### src/rtl/wb_scoreboard.sv
// Write-back stage: MEM/WB pipeline register driving the register-file write port,
// plus per-register pending-write counters that raise a RAW stall toward ID.
module wb_scoreboard #(
  parameter logic [1:0] RETURN_PC    = 2'b00,
  parameter logic [1:0] ALU_RESULT   = 2'b01,
  parameter logic [1:0] MEM_DATA     = 2'b10,
  parameter int         MAX_INFLIGHT = 3
) (
  input  logic        clk_i,
  input  logic        reset_i,
  input  logic        mem_valid_i,
  input  logic        mem_we_i,
  input  logic [4:0]  mem_wr_i,
  input  logic [1:0]  mem_wd_sel_i,
  input  logic [31:0] mem_return_pc_i,
  input  logic [31:0] mem_alu_result_i,
  input  logic [31:0] mem_data_i,
  input  logic        issue_i,
  input  logic        issue_we_i,
  input  logic [4:0]  issue_wr_i,
  input  logic        squash_i,
  input  logic [4:0]  squash_wr_i,
  input  logic [4:0]  id_rs1_i,
  input  logic [4:0]  id_rs2_i,
  input  logic        id_rs1_used_i,
  input  logic        id_rs2_used_i,
  output logic        we_o,
  output logic [4:0]  wr_o,
  output logic [31:0] wd_o,
  output logic        stall_o,
  output logic        err_o
);
  // Counter values are carried with a +2 offset so the sum never goes negative.
  localparam logic [3:0] LP_OFS = 4'd2;
  localparam logic [3:0] LP_HI  = 4'(MAX_INFLIGHT + 2);

  logic        r_we;
  logic [4:0]  r_wr;
  logic [1:0]  r_sel;
  logic [31:0] r_pc, r_alu, r_mem;

  always_ff @(posedge clk_i or posedge reset_i) begin
    if (reset_i) begin
      r_we  <= 1'b0;
      r_wr  <= 5'd0;
      r_sel <= RETURN_PC;
      r_pc  <= 32'd0;
      r_alu <= 32'd0;
      r_mem <= 32'd0;
    end else begin
      r_we  <= mem_we_i & mem_valid_i & (mem_wr_i != 5'd0);
      r_wr  <= mem_wr_i;
      r_sel <= mem_wd_sel_i;
      r_pc  <= mem_return_pc_i;
      r_alu <= mem_alu_result_i;
      r_mem <= mem_data_i;
    end
  end

  always_comb begin
    wd_o = 32'd0;
    case (r_sel)
      RETURN_PC:  wd_o = r_pc;
      ALU_RESULT: wd_o = r_alu;
      MEM_DATA:   wd_o = r_mem;
      default:    wd_o = 32'd0;
    endcase
  end

  assign we_o = r_we;
  assign wr_o = r_wr;

  logic [31:1][1:0] r_pend;
  logic [31:1][1:0] w_nxt;
  logic [31:1]      w_ovf, w_unf;
  logic             r_err;

  genvar g;
  generate
    for (g = 1; g < 32; g++) begin : g_reg
      logic       w_inc, w_dc, w_ds;
      logic [3:0] w_sum;
      assign w_inc = issue_i & issue_we_i & (issue_wr_i == 5'(g));
      assign w_dc  = r_we & (r_wr == 5'(g));
      assign w_ds  = squash_i & (squash_wr_i == 5'(g));
      assign w_sum = {2'b00, r_pend[g]} + LP_OFS + 4'(w_inc) - 4'(w_dc) - 4'(w_ds);
      assign w_ovf[g] = (w_sum > LP_HI);
      assign w_unf[g] = (w_sum < LP_OFS);
      assign w_nxt[g] = w_ovf[g] ? 2'(MAX_INFLIGHT) :
                        w_unf[g] ? 2'd0 : (w_sum[1:0] - 2'd2);
    end
  endgenerate

  always_ff @(posedge clk_i or posedge reset_i) begin
    if (reset_i) begin
      r_pend <= '0;
      r_err  <= 1'b0;
    end else begin
      r_pend <= w_nxt;
      r_err  <= r_err | (|w_ovf) | (|w_unf);
    end
  end

  // x0 slot is hard-wired to zero so it never stalls.
  logic [31:0][1:0] w_pend_all;
  assign w_pend_all = {r_pend, 2'b00};

  assign stall_o = (id_rs1_used_i & (w_pend_all[id_rs1_i] != 2'd0)) |
                   (id_rs2_used_i & (w_pend_all[id_rs2_i] != 2'd0));
  assign err_o   = r_err;
endmodule

### config.mk
export PLATFORM = sky130hd
export DESIGN_NAME = wb_scoreboard
export DESIGN_NICKNAME = d
export VERILOG_FILES = /design/src/rtl/wb_scoreboard.sv
export SDC_FILE = /design/constraint.sdc
export NUM_CORES = 1
export LEC_CHECK = 0
export ABC_AREA = 1
export ABC_CLOCK_PERIOD_IN_PS = 8200
export CAP_MARGIN = 20
export CORE_ASPECT_RATIO = 0.75
export CORE_MARGIN = 1
export CORE_UTILIZATION = 57
export CTS_CLUSTER_DIAMETER = 200
export CTS_CLUSTER_SIZE = 20
export DETAILED_ROUTE_END_ITERATION = 7
export GPL_TIMING_DRIVEN = 0
export PLACE_DENSITY = 0.84
export SLEW_MARGIN = 20
export SYNTH_ARGS = -nofsm -noshare
export SYNTH_HDL_FRONTEND = slang
export SYNTH_SLANG_ARGS = --single-unit
### constraint.sdc
create_clock -name clk_i -period 8.2 [get_ports clk_i]
set_clock_uncertainty 0.05 [all_clocks]
set_input_delay 0.82 -clock clk_i [delete_from_list [all_inputs] [get_ports clk_i]]
set_output_delay 0.82 -clock clk_i [all_outputs]
set_load 0.03 [all_outputs]
==> flow_metrics.py <==
metrics = {
    "timing": {
        "tightest_slew_ps": 569,
        "rsz0062_at_grt": "false",
        "slew_viol_final": 0,
        "max_clock_freq_mhz": 237,
        "finalCritPeriodShare_pct": 51.4,
        "max-slew-margin-rel_pct": 61.7,
        "setup_viol": 0,
        "fin_ws_ps": 3990,
        "fin_setup_tns_ps": 0,
        "finalHoldViolCount": 0,
        "period_minus_slack_ps": 4210,
    },
    "global_routing": {
        "grt_pass1_vias": 7449,
        "grt_first_pass_wirelength_um": 39200,
        "track_usage_pct": 33.3,
        "antenna_found_initial": 1,
        "overflow": 0,
        "grt_max_degree": 94,
    },
    "logic_synthesis": {
        "yosys_register_bits": 167,
        "syn_area_mm2": 0.00881,
        "synth_largest_area_cell": "dfrtp_1",
        "ys.flop_type": "dfrtp_1",
        "synth_top_cell_area_share_pct": 47.4,
        "synth_area_leaders": "dfrtp_1 47%, fa_1 14%, nand2_1 10%, nor2_1 4.5%, nand3_1 4.4%",
        "yosysSeqAreaShare_pct": 47.4,
        "yosysUniqueCellTypes": 27,
        "yosysMostFrequentCell": "nand2_1",
        "syn-num-nets": 1171,
        "synth_edf_count": 0,
        "synth_common_cells": "244 x nand2_1, 167 x dfrtp_1, 106 x nor2_1",
        "avgSynthCellArea_um2": 9.31,
        "yosys_warnings": 0,
        "async_reset_ff_share_pct": 100,
        "syn_inst": 946,
    },
    "cts": {
        "numCtsBuffers": 17,
        "hold_buffers": 0,
        "cts.sinks": 167,
        "cts_tree": "built",
        "clockBufferDepth": 2,
        "cts-root-buf": "clkbuf_16",
        "clkTransAtPathRegs_ps": 70,
        "h-tree-depth": 4,
        "cts_resized": 0,
        "cts_setup_buffers": 0,
        "clkLatencyLatePin_ps": 420,
    },
    "critical_path": {
        "startpoint": "squash_wr_i[1]",
        "crit_required_ps": 8420,
        "endpoint_kind": "flip-flop",
        "arrival_ps": 4430,
        "reg2reg_to": "err_o",
        "reg2reg_depth": 12,
        "regToRegSetupSlack_ps": 4530,
        "path_class": "input port to flip-flop",
        "critical_path_peak_fanout": 4,
        "critPathLaunchType": "input port",
        "cp-endpoint": "err_o",
        "r2r_start": "wr_o[4]",
    },
    "floorplanning": {
        "ios": 172,
        "design.core.area_mm2": 0.0148,
        "row_count": 38,
        "die-area_mm2": 0.0160,
        "start_util_pct": 59.6,
        "die_w_um": 146,
        "chipHeight_um": 110,
    },
    "status": {
        "status": "complete, no violations",
    },
    "finish": {
        "drive_gt1_share_pct": 5.48,
        "syn2layout_area_growth_pct": 29.1,
        "final_nets": 1361,
    },
    "route": {
        "wire_per_inst_um": 18.3,
        "drt-total-wl_um": 24700,
        "drc": 0,
        "ant_nets": 0,
        "first_iter_violations": 648,
        "firstDrtPassIters": 5,
        "num_vias": 7410,
        "vias_per_cell": 5.49,
    },
    "job": {
        "maxCapViolCount": 0,
    },
    "worst_hold_path": {
        "min-delay-start": "r_pend[36]",
        "hold_class": "flip-flop to flip-flop",
    },
    "placement": {
        "io_buffers": 170,
        "place_congestion": 1.01,
        "hpwlAfterDp_um": 19100,
        "pre_cts_ws_ps": 3690,
    },
    "power_and_ir_drop": {
        "vdd_drop_max_uv": 159,
        "p_per_area_mw_per_mm2": 255,
        "power_mw": 2.90,
        "p_leak_nw": 5.17,
    },
}
==> registers in the layout (all words and copies together), names as in the netlist <==
| name | flops |
|---|---|
| r_sel | 2 |
| we_o | 1 |
| wr_o | 5 |
| r_pc | 32 |
| r_mem | 32 |
| r_alu | 32 |
| err_o | 1 |
| r_pend | 62 |
==> cells by family after synthesis <==
family	Yosys count	synth area share, %
AO/OA/AOI/OAI	81	5.62
AND/OR/NAND/NOR	479	22.8
adder cells (fa/ha/maj)	93	18.5
buffers and inverters	126	5.64
flip-flops	167	47.4
==> where the power goes <==
part	internal, mW	total, mW	switching (mW)
clock	0.425	0.775	0.350
sequential	1.01	1.20	0.189
combinational	0.398	0.931	0.533
==> per-stage QoR <==
step	cells	util (%)	cell area [um^2]	hold slack [ps]
6_report	1350	76.9	11400	548
5_1_grt	1349	76.9	11400	606
4_1_cts	1349	76.9	11400	552
3_5_place_dp	1317	73.0	10800	537
3_3_place_gp	1316	72.8	10800	531
2_1_floorplan	946	-	8810	507
==> how the worst min path moves through the flow <==
stage                      end  slack [ps]  cells after the start
global placement    r_pend[32]         530                      3
CTS                 r_pend[36]         550                      3
finish              r_pend[36]         550                      3
detailed placement  r_pend[36]         540                      3
floorplan           r_pend[16]         510                      3
global route        r_pend[36]         610                      3
==> placed cells by master, fill, tap and decap left out, drive strengths merged, types with 8 or more instances in the layout <==
master,instances
ha,31
nand4,15
nor2,106
inv,107
o21ai,38
clkdlybuf4s50,170
fa,62
clkinv,8
dfrtp,167
a21oi,8
nand3,78
o211ai,33
clkbuf,32
buf,8
nand2,245
or2,19
nor3,11
==> worst max-delay path: stages <==
cell	delay, ps
clkdlybuf4s50_1	530
inv_1	50
nor2_1	130
inv_1	70
nor3_1	450
nand2_1	150
fa_1	630
ha_1	250
fa_1	510
nor2_1	50
inv_1	90
nand4_1	90
nor2_1	190
nand2_1	100
nor2_1	170
nand3_1	150
==> cell type report <==
class	instances	area [um^2]
Inverter	104	398
Sequential cell	167	4180
Multi-Input combinational cell	653	4130
Antenna cell	1	2.50
Clock buffer	17	425
Tap cell	200	250
Timing Repair Buffer	171	1730
Fill cell	1001	3420
Buffer	22	106
Clock inverter	15	145
==> routing by layer <==
metal	part of all wire (%)	vias up	GRT usage [%]	wire length, um
met5	0	-	0	0
met4	1.6	0	9.17	404
li1	-	3414	-	-
met3	12	33	11.8	2970
met1	43	3554	45.9	10600
met2	43	409	50.5	10700
No activity file was read; power rests on OpenSTA's default activity.
==> variant, RTL diff (config.mk and constraints unchanged) <==
Register the output `err_o` once more, cleared by the reset; this adds one clock of latency there. The other outputs are not delayed to match.
--- a/src/rtl/wb_scoreboard.sv
+++ b/src/rtl/wb_scoreboard.sv
@@ -108,5 +108,11 @@
   assign stall_o = (id_rs1_used_i & (w_pend_all[id_rs1_i] != 2'd0)) |
                    (id_rs2_used_i & (w_pend_all[id_rs2_i] != 2'd0));
-  assign err_o   = r_err;
+  always_ff @(posedge clk_i or posedge reset_i) begin
+    if (reset_i) begin
+      err_o <= '0;
+    end else begin
+      err_o <= r_err;
+    end
+  end
 endmodule
 
Function: changed (Yosys sat finds a counterexample within 4 cycles, from zero or initial values and one cycle with reset_i high).
==> variant against the unedited design <==
- worst setup slack gained 0.11 ns
- power grew 1.2%
- area after synthesis grew 0.28%
- hold slack lost 0.16 ns
- sequential cell count grew 1
- core utilization shrank 1.8 points
- sequential share of layout area grew 0.12 points
- critical path depth shrank 3
- routed wire length grew 1.3%
- clock power is essentially flat
- final area grew 0.27%
- critical path type unchanged
- critical endpoint is now r_err
==> variant: results (changes against the unedited design) <==
• Worst-Margin Slew: 0.5731 ns, +0.003598 ns
• slowest cell delay on critical path: 0.58 ns, -0.05 ns
• # clk buffers: 19, +2
• top cells by count, synth: 244 x nand2_1, 168 x dfrtp_1, 106 x nor2_1, 99 x inv_1, 78 x nand3_1
• worst hold margin: 0.3872 ns, -0.1605 ns
• RD Place Congestion: 0.9705, -4.2%
• first-pass GRT wire length: 39.44 mm, +0.56%
• critical register-to-register path endpoint: r_err
• global-route usage over all layers: 33.44%, +0.10 points
• router iterations before antenna repair: 7, +2
• source of the worst hold timing path: r_err
• leakage power of the design: 5.184 nW, +0.21%
• Seq. cell area: 0.004204 sq mm, +0.60%
• hold-critical path depth: 0, -3
• number of antenna violations at the first check in global routing: 0, -1
• sequential cell count: 168, +0.60%
• Worst Hold Endpoint: err_o
• setup slack of the most critical reg-to-reg path: 4.70 ns, +0.17 ns
• Largest register FFs: 62, unchanged
• via count: 7413, +0.040%
• Internal Power: 1.837 mW, +0.45%
• net total in the final layout: 1362, +0.073%
• filler cell count in the final layout: 1080, +7.9%
• run status: finished, final reports clean
• Non-Clock Buffer Area Fraction: 16.10%, -0.044 points
• n_diodes: 0, -1
• dominant cells by area after synthesis: dfrtp_1 48%, fa_1 14%, nand2_1 10%
• VDD IR max: 0.1464 mV, -7.8%
• Clock-cell share: 5.026%, +0.0082 points
• routed length per instance: 18.46 microns, +0.92%
• number of DRC markers in iteration 0: 667, +2.9%
• net count of the mapped netlist: 1172, +0.085%
• pre-CTS worst setup slack: 3.861 ns, +0.1703 ns
• Sum Neg Setup Slack: 0 ns, unchanged
==> variant: through the flow <==
step | power (mW) | cells | cell area (sq um) | utilization, %
floorplan | 1.759 | 947 | 8835 | -
global placement | 2.072 | 1322 | 10790 | 71.12
global route | 3.125 | 1355 | 11400 | 75.13
detailed placement | 2.123 | 1323 | 10830 | 71.35
finish | 2.935 | 1355 | 11400 | 75.13
CTS | 2.913 | 1355 | 11400 | 75.13
==> variant: power groups by stage <==
stage | Combinational, mW | Sequential, mW | Clock, mW
after floorplan | 0.617 | 1.14 | 0
after global placement | 0.862 | 1.21 | 0
after detailed placement | 0.907 | 1.22 | 0
after CTS | 0.930 | 1.20 | 0.780
after global routing | 1.07 | 1.23 | 0.822
final | 0.947 | 1.21 | 0.775
==> variant: routing by layer <==
layer  vias up  track usage [%]  share of wire, %
li1       3410                -                 -
met5         -                0                 0
met2       381            51.40                44
met1      3579            44.57                42
met3        43            13.11                12
met4         0            8.872               2.0
==> variant: kinds of logic (layout without fill, tap and decap cells) <==
kind of cell / count (synthesis) / after routing / synth area share (%)
AO/OA/AOI/OAI: 81 / 81 / 5.608
adder cells (fa/ha/maj): 93 / 93 / 18.44
buffers and inverters: 126 / 329 / 5.622
flip-flops: 168 / 168 / 47.59
AND/OR/NAND/NOR: 479 / 479 / 22.74
==> variant: worst max path at each step <==
stage | from | to | slack, ns | cells past startpoint
floorplan | reset_i | err_o | 2.78 | 1
global placement | reset_i | wr_o[3] | 0.72 | 2
detailed placement | squash_wr_i[1] | r_err | 3.86 | 13
CTS | squash_wr_i[1] | r_err | 4.20 | 13
global route | squash_wr_i[1] | r_err | 3.85 | 13
finish | squash_wr_i[1] | r_err | 4.10 | 13
